<file path="config.mk">
export PLATFORM = sky130hd
export DESIGN_NAME = text_console_writer
export DESIGN_NICKNAME = d
export VERILOG_FILES = /design/src/rtl/text_console_writer.sv
export SDC_FILE = /design/constraint.sdc
export NUM_CORES = 1
export LEC_CHECK = 0
export ABC_AREA = 1
export CAP_MARGIN = 15
export CORE_ASPECT_RATIO = 0.6
export CORE_UTILIZATION = 35
export CTS_BUF_LIST = sky130_fd_sc_hd__clkbuf_8 sky130_fd_sc_hd__clkbuf_16
export DETAILED_ROUTE_END_ITERATION = 8
export GPL_ROUTABILITY_DRIVEN = 0
export PLACE_DENSITY = 0.49
export SYNTH_ARGS = -nofsm -noshare
export SYNTH_HDL_FRONTEND = slang
export SYNTH_SLANG_ARGS = --single-unit
</file>
<file path="constraint.sdc">
create_clock -name clk -period 5.4 [get_ports clk]
set_input_delay 1.08 -clock clk [delete_from_list [all_inputs] [get_ports clk]]
set_output_delay 1.08 -clock clk [all_outputs]
set_load 0.02 [all_outputs]
</file>
<file path="src/rtl/text_console_writer.sv">
// rtl/text_console_writer.sv - byte stream to text-mode VRAM writer with cursor and control codes
//
// Turns characters and control codes into VRAM writes for a COLS x ROWS text grid.
// Character codes go to the char plane (0..COLS*ROWS-1) and attribute bytes go to
// the colour plane (COLOR_OFS..). Supports CR, LF, BS and FF (clear screen).
//
// Ports:
//   clk, rst_n               clock, async active-low reset
//   in_data/in_valid/in_ready byte input handshake (accepted only in IDLE)
//   color                    attribute byte, sampled with in_data on accept
//   vram_wr_en/addr/data     VRAM write port, addr/data zero when not writing
//   busy                     FSM not in IDLE
//   cursor_x, cursor_y       current cursor position

module text_console_writer #(
  parameter int           COLS      = 180,
  parameter int           ROWS      = 56,
  parameter int           COLOR_OFS = 10080,
  parameter logic [7:0]   CLR_CHAR  = 8'h20
) (
  input  logic        clk,
  input  logic        rst_n,
  input  logic [7:0]  in_data,
  input  logic        in_valid,
  output logic        in_ready,
  input  logic [7:0]  color,
  output logic        vram_wr_en,
  output logic [14:0] vram_wr_addr,
  output logic [7:0]  vram_wr_data,
  output logic        busy,
  output logic [7:0]  cursor_x,
  output logic [5:0]  cursor_y
);

  typedef enum logic [2:0] {
    S_IDLE,
    S_WR_CHAR,
    S_WR_COLOR,
    S_CLR_CHAR,
    S_CLR_COLOR
  } state_t;

  localparam logic [14:0] OFS      = 15'(COLOR_OFS);
  localparam logic [14:0] COLS15   = 15'(COLS);
  localparam logic [7:0]  X_MAX    = 8'(COLS - 1);
  localparam logic [5:0]  Y_MAX    = 6'(ROWS - 1);
  localparam logic [13:0] CLR_LAST = 14'(COLS * ROWS - 1);

  state_t      state;
  logic [14:0] cell_addr;   // tracks cursor_y*COLS + cursor_x incrementally
  logic [13:0] clr_idx;
  logic [7:0]  color_q;

  assign in_ready = (state == S_IDLE);
  assign busy     = (state != S_IDLE);

  // Write outputs are registered so that the value present while in a write
  // state is the write belonging to that state.
  always_ff @(posedge clk or negedge rst_n) begin
    if (!rst_n) begin
      state        <= S_IDLE;
      cell_addr    <= '0;
      clr_idx      <= '0;
      color_q      <= '0;
      cursor_x     <= '0;
      cursor_y     <= '0;
      vram_wr_en   <= 1'b0;
      vram_wr_addr <= '0;
      vram_wr_data <= '0;
    end else begin
      case (state)
        S_IDLE: begin
          if (in_valid) begin
            case (in_data)
              8'h0D: begin
                cursor_x  <= '0;
                cell_addr <= cell_addr - {7'd0, cursor_x};
              end
              8'h0A: begin
                cursor_x <= '0;
                if (cursor_y == Y_MAX) begin
                  cursor_y  <= '0;
                  cell_addr <= '0;
                end else begin
                  cursor_y  <= cursor_y + 6'd1;
                  cell_addr <= cell_addr - {7'd0, cursor_x} + COLS15;
                end
              end
              8'h08: begin
                if (cursor_x != 8'd0) begin
                  cursor_x  <= cursor_x - 8'd1;
                  cell_addr <= cell_addr - 15'd1;
                end
              end
              8'h0C: begin
                color_q      <= color;
                clr_idx      <= '0;
                state        <= S_CLR_CHAR;
                vram_wr_en   <= 1'b1;
                vram_wr_addr <= '0;
                vram_wr_data <= CLR_CHAR;
              end
              default: begin
                color_q      <= color;
                state        <= S_WR_CHAR;
                vram_wr_en   <= 1'b1;
                vram_wr_addr <= cell_addr;
                vram_wr_data <= in_data;
              end
            endcase
          end
        end

        S_WR_CHAR: begin
          state        <= S_WR_COLOR;
          vram_wr_addr <= cell_addr + OFS;
          vram_wr_data <= color_q;
        end

        S_WR_COLOR: begin
          state        <= S_IDLE;
          vram_wr_en   <= 1'b0;
          vram_wr_addr <= '0;
          vram_wr_data <= '0;
          if (cursor_x == X_MAX) begin
            cursor_x <= '0;
            // Last cell of the screen wraps to the top; no scrolling.
            if (cursor_y == Y_MAX) begin
              cursor_y  <= '0;
              cell_addr <= '0;
            end else begin
              cursor_y  <= cursor_y + 6'd1;
              cell_addr <= cell_addr + 15'd1;
            end
          end else begin
            cursor_x  <= cursor_x + 8'd1;
            cell_addr <= cell_addr + 15'd1;
          end
        end

        S_CLR_CHAR: begin
          state        <= S_CLR_COLOR;
          vram_wr_addr <= {1'b0, clr_idx} + OFS;
          vram_wr_data <= color_q;
        end

        S_CLR_COLOR: begin
          if (clr_idx == CLR_LAST) begin
            state        <= S_IDLE;
            vram_wr_en   <= 1'b0;
            vram_wr_addr <= '0;
            vram_wr_data <= '0;
            cursor_x     <= '0;
            cursor_y     <= '0;
            cell_addr    <= '0;
          end else begin
            state        <= S_CLR_CHAR;
            clr_idx      <= clr_idx + 14'd1;
            vram_wr_addr <= {1'b0, clr_idx + 14'd1};
            vram_wr_data <= CLR_CHAR;
          end
        end

        default: begin
          state        <= S_IDLE;
          vram_wr_en   <= 1'b0;
          vram_wr_addr <= '0;
          vram_wr_data <= '0;
        end
      endcase
    end
  end

endmodule
</file>
==> run metrics, run 1 <==
H-tree depth 3; RSZ-0062 raised after global routing no; pwr dens approximately 630 nW/um^2; hold_buf cts 0; Critical Path Sink Type flop; FF-to-FF setup slack 2320 ps; Post-synth EDFFs 0; ANT nets after route 0; pin count of the biggest net entering global routing 51; setup slack after layout 1920 ps; chip height roughly 110 um; Slew headroom roughly 42%; site row count 37; Compound-Gate Fraction of Synth Area 17.6%; FMAX around 290 MHz; Final Hold Viols 0; initial antenna violation count 0; leakage between 3 and 4 nW; ys async rst share 100%; CP required 5620 ps; die area 18200 um^2; clock root cell clkbuf_16; worst vdd ir 0.000185 V; Final period util 64.4%; post-cts gate resize count 0; post-route setup TNS 0 ps; Startpoint Class input pin; Yosys warnings 0; post-synthesis register bit count 78; Slew Viols, Final 0; adder-cell share of the synthesized area 3.56%; Mapped Area 6190 um^2; Max Cap Violations 0; drt pass-1 iters 5; initial core utilization between 30% and 40%; Max Buffers Root-to-Sink 2; Post-Syn Area per Cell 6.69 um^2; setup slack at placement 1590 ps; largest family of logic cells by synthesized area simple AND/OR/NAND/NOR gates; syn nets between 900 and 1000; die width 174 um; Hold EP vram_wr_data[1]; R2R Path Start cell_addr[0]; skew final 14.9 ps; crit path kind input pin to flop; CTS tree yes; Sink Count 78; Worst-Margin Slew 866 ps; Worst-path clk slew approximately 80 ps; post-CTS setup buffer count 0; total grt overflow 0; Arr. time, crit path 3700 ps; Max FO, Critical Path 25; final setup vio count 0; number of DRC markers in iteration 0 588; vias per inst 5.16; hpwl dp 15.4 mm; post-synthesis xor/xnor area fraction 3.54%; status finished, final reports clean; Layout Nets 1008; Total GRT Usage 22.3%; Area growth, synth to finish 16.9%; Synth Area in Simple Gates 32.8%; via count 6251; Distinct cells, synth 51; sequential share of the synthesized area 31.5%; DP Cell Count 1195; post-route insts no fill 1211; first-pass GRT wire length around 32 mm; Remaining DRCs 0; total wire length 19.9 mm; Tmin final 3480 ps; Hold Crit Depth 2; hold path start vram_wr_data[1]; Antenna diodes 0; Port Buf Inserts 58; CTS buffer count 9; dominant synthesized flop cell dfrtp_1; vias in the first global route around 5600; Worst R2R Path Depth 16; worst r2r dst cell_addr[10]; post-synthesis mux area share 0.545%; post-synthesis cell count just over 900; Placeable Area approximately 17000 um^2; layout cells sized above 1 7.88%; worst skew pair latency between 300 and 400 ps; Ports 59; Fin Hold WS 476 ps; Hold WC Path Type flop to flop; per-cell routed wire length 16.4 um
-- state kept, by name, indices dropped and copies added (netlist names) --
name	flops
vram_wr_addr	15
state	3
cell_addr	15
cursor_x	8
cursor_y	6
clr_idx	14
vram_wr_en	1
color_q	8
vram_wr_data	8
-- placed cells by master (no fill, tap or decap), drive strengths merged, types with 3 or more instances in the layout --
cell type        n
nor4             6
o211ai           3
a31oi           11
o221ai          10
nor2           107
nand2          249
o22ai           17
nand3           70
o21ai           88
or2              3
nand4           11
mux2             3
buf              3
xnor2            5
xor2            20
nor3            14
a21oi           42
ha              16
inv            134
clkdlybuf4s50   57
dfrtp           78
a22oi            4
clkbuf           9
-- power by group --
| group | switching [mW] | internal (mW) | leakage (nW) | total, mW |
|---|---|---|---|---|
| Sequential | 0.217 | 0.796 | 0.986 | 1.01 |
| Clock | 0.292 | 0.370 | 0.148 | 0.663 |
| Combinational | 1.88 | 0.997 | 2.24 | 2.88 |
| Total | 2.39 | 2.16 | 3.37 | 4.55 |
-- per-layer routing --
layer	vias to the layer above	GRT usage, %	share of wire, %	routed length (um)
met3	10	3.31	6.4	1280
met2	210	28.1	36	7220
met5	-	0	0	0
met1	2886	37.9	57	11300
met4	0	4.26	0.46	91
li1	3145	-	-	-
-- Yosys cell counts (all sizes together), types with 3 or more instances --
cell,instances,share of area (%)
xor2,20,2.8
nor2,107,7.3
nor4,6,0.81
inv,130,7.9
nand4,11,1.2
mux2,3,0.55
or2,3,0.30
clkbuf,6,0.36
nand3,70,5.9
dfrtp,78,32
a21oi,42,3.8
o22ai,17,1.7
ha,16,3.2
o221ai,10,1.4
xnor2,5,0.71
o21ai,88,7.3
nand2,249,16
nor3,14,1.4
a31oi,11,1.1
a22oi,4,0.48
buf,19,2.1
o211ai,3,0.36
-- how the worst max path moves through the flow --
stage | endpoint | cells after the start | slack [ps] | start
2_1_floorplan | cell_addr[14] | 18 | 2930 | cursor_x[2]
3_3_place_gp | vram_wr_addr[9] | 12 | 1710 | in_data[1]
3_5_place_dp | cell_addr[1] | 11 | 1590 | in_data[7]
4_1_cts | in_ready | 4 | 1960 | state[0]
5_1_grt | cell_addr[14] | 11 | 1720 | in_data[7]
6_report | cell_addr[1] | 11 | 1920 | in_data[7]
-- worst max-delay path: stages --
cell and delay [ps]:
clkdlybuf4s50_1 430, nor2_1 140, nand4_1 140, nor3_4 370
nand2_2 240, nor3_1 220, o21ai_1 100, nand2_2 380
inv_2 350, o21ai_0 170, o21ai_1 80
-- final cells by class --
class                   instances  area (um^2)
repair buffers                 60          593
inverters                     131          494
flip-flops and latches         78         1950
clock buffers                   9          225
clock inverters                 7         87.6
multi-input cells             692         3590
well taps                     234          293
fillers                      1863         9980
-- kinds of logic (layout without fill, tap and decap cells) --
logic type / Yosys count / in the layout
AND/OR/NAND/NOR: 462 / 462
AO/OA/AOI/OAI: 185 / 185
buffers and inverters: 156 / 207
flip-flops: 78 / 78
XOR/XNOR: 25 / 25
adder cells (fa/ha/maj): 17 / 17
multiplexers: 3 / 3
-- metrics by stage --
| step | power (mW) | utilization (%) | instance area (um^2) |
|---|---|---|---|
| after global placement | 3.89 | 40.2 | 6930 |
| final | 4.55 | 42.0 | 7240 |
| after CTS | 4.55 | 42.0 | 7240 |
| after floorplan | 3.04 | - | 6190 |
| after global routing | 4.95 | 42.0 | 7240 |
| after detailed placement | 3.86 | 40.2 | 6930 |
(Power assumes the default switching activity.)
==> run 2, diff against run 1 <==
--- a/config.mk
+++ b/config.mk
@@ -12,7 +12,7 @@
 export CTS_BUF_LIST = sky130_fd_sc_hd__clkbuf_8 sky130_fd_sc_hd__clkbuf_16
 export DETAILED_ROUTE_END_ITERATION = 8
 export GPL_ROUTABILITY_DRIVEN = 0
-export PLACE_DENSITY = 0.49
+export PLACE_DENSITY = 0.51
 export SYNTH_ARGS = -nofsm -noshare
 export SYNTH_HDL_FRONTEND = slang
 export SYNTH_SLANG_ARGS = --single-unit
==> constraint.sdc (replaced) <==
create_clock -name clk -period 2.8 [get_ports clk]
set_input_delay 0.56 -clock clk [delete_from_list [all_inputs] [get_ports clk]]
set_output_delay 0.56 -clock clk [all_outputs]
set_load 0.02 [all_outputs]
==> run 2 against run 1 <==
  * Die area stayed put
  * Sequential share of layout area fell by 1.3 points
  * Largest cell class unchanged
  * Worst hold slack worse by 270 ps
==> run metrics, run 2 (same netlist as run 1, synthesis figures left out) <==
worst vdd ir 0.000385 V; R2R Path Start cell_addr[0]; Filler cells 1836; Worst-Margin Slew 625 ps; CTS buffer count 9; hpwl dp around 16 mm; Crit. Startpoint cell_addr[0]; Tmin final 2560 ps; Layout Nets between 1000 and 1500; part of the power in combinational logic 64.7%; CP required 3060 ps; chip height roughly 110 um; site row count 37; pin count of the biggest net entering global routing between 40 and 50; Remaining DRCs 0; leakage approximately 3.6 nW; Antenna diodes 0; Critical Path Sink Type flop; die width 174 um; Max Buffers Root-to-Sink 2; clock root cell clkbuf_16; initial antenna violation count 0; Max FO, Critical Path 5; first-pass GRT wire length 31.7 mm; post-route setup TNS 0 ps; drt pass-1 iters 5; final instance area around 7600 um^2; Max Cap Violations 0; CTS tree yes; Psw 4.59 mW; number of DRC markers in iteration 0 roughly 570; Internal 4.51 mW; Hold WC Path Type input pin to asynchronous set/reset pin; die area 18200 um^2; register share of total power 20.9%; per-cell routed wire length ~16 um; total grt overflow 0; most frequent cells in the layout 237 x nand2_1, 120 x inv_1, 90 x nor2_1, 78 x dfrtp_1, 67 x nand3_1; worst skew pair latency between 300 and 400 ps; skew final 7.38 ps; Sink Count 78; Placeable Area 17200 um^2; Arr. time, crit path between 2000 and 3000 ps; crit path kind flop to flop; layout cells sized above 1 12.1%; Final Hold Viols 0; Area growth, synth to finish 22.6%; vias in the first global route 5611; final setup vio count 0; ANT nets after route 0; most common cell after layout, fill and taps aside nand2_1; Startpoint Class flop; via count 6333; Ports 59; DP Area 7250 um^2; hold_buf cts 0; status finished, final reports clean; vias per inst 5.05; largest registers cell_addr (15), vram_wr_addr (15), clr_idx (14); initial core utilization 36.0%; H-tree depth 3; Clock power frac 14.3%; pwr dens between 1000 and 1500 nW/um^2; FMAX just under 400 MHz; Sw Share 50.5%; Slew headroom 58.2%; Port Buf Inserts 58; Slew Viols, Final 0; total wire length 19.9 mm; Worst-path clk slew around 70 ps; RSZ-0062 raised after global routing no; Total GRT Usage ~22%; Final period util 91.5%
==> run 2: changes by cell type in the layout (fill, tap and decap cells not counted), sizes merged <==
cell      before  now
clkinvlp       2    1
buf            3   45
clkinv         1    2
bufinv         1    2
inv          134  133
==> run 2: critical path: stages, from the launching register on <==
cell and delay (ps):
dfrtp_1 370, inv_1 70, ha_1 160, inv_2 70, fa_2 420, nand3_1 120, nand2_1 80, nand2_1 90
nand2_1 100, nand2_1 70, nand2_1 90, nor2_1 130, nand3_1 130, nand2_2 140, nand3_1 80, nand2_1 60
nand3_1 70, nand2_1 60, nand2_1 40, a21oi_1 120
==> run 2: cell type report <==
type | count | area, um^2 | share of cell area, %
sequential | 78 | 1950 | 25.7
tap | 234 | 293 | 3.86
clock inverter | 7 | 105 | 1.38
multi-input combinational | 692 | 3600 | 47.4
timing repair buffer | 102 | 921 | 12.1
clock buffer | 9 | 225 | 2.97
inverter | 131 | 494 | 6.51
==> run 2: final timing paths <==
check / endpoint / slack (ps) / depth (start not counted)
worst min register to register: vram_wr_data[0] / 480 / 2
worst max register to register: cell_addr[11] / 240 / 19
max in group asynchronous: cursor_y[1] / 1960 / 2
worst min-delay path: cursor_x[7] / 210 / 1
min in group clk: vram_wr_data[0] / 480 / 2
worst max-delay path: cell_addr[11] / 240 / 19
==> run 2: power by group through the flow <==
stage | sequential, mW | combinational, mW | clock (mW)
after floorplan | 2.04 | 3.83 | 0
after global placement | 1.94 | 5.82 | 0
after detailed placement | 1.93 | 5.79 | 0
after CTS | 1.91 | 5.82 | 1.34
after global routing | 1.96 | 6.57 | 1.37
final | 1.91 | 5.89 | 1.30
==> run 2: metrics by stage <==
step | total power, mW | setup WS [ps] | util [%] | hold slack [ps] | instances
after floorplan | 5.86 | 331 | - | 264 | 926
after global placement | 7.76 | 106 | 42.1 | 463 | 1236
after detailed placement | 7.71 | 141 | 42.1 | 464 | 1236
after CTS | 9.06 | 173 | 44.0 | 240 | 1252
after global routing | 9.91 | 0.322 | 44.1 | 263 | 1253
final | 9.10 | 237 | 44.1 | 209 | 1253
==> run 2: timing repair <==
item / in CTS / in global routing
resized for setup: 0 / 4
setup buffers: 0 / 1
setup endpoints to repair: 0 / 6
==> run 2: layer usage <==
| layer | track usage (%) | share of wire (%) | vias to the layer above |
|---|---|---|---|
| li1 | - | - | 3216 |
| met3 | 3.86 | 6.5 | 6 |
| met1 | 38.5 | 58 | 2907 |
| met5 | 0 | 0 | - |
| met4 | 2.76 | 0.50 | 0 |
| met2 | 27.1 | 35 | 204 |
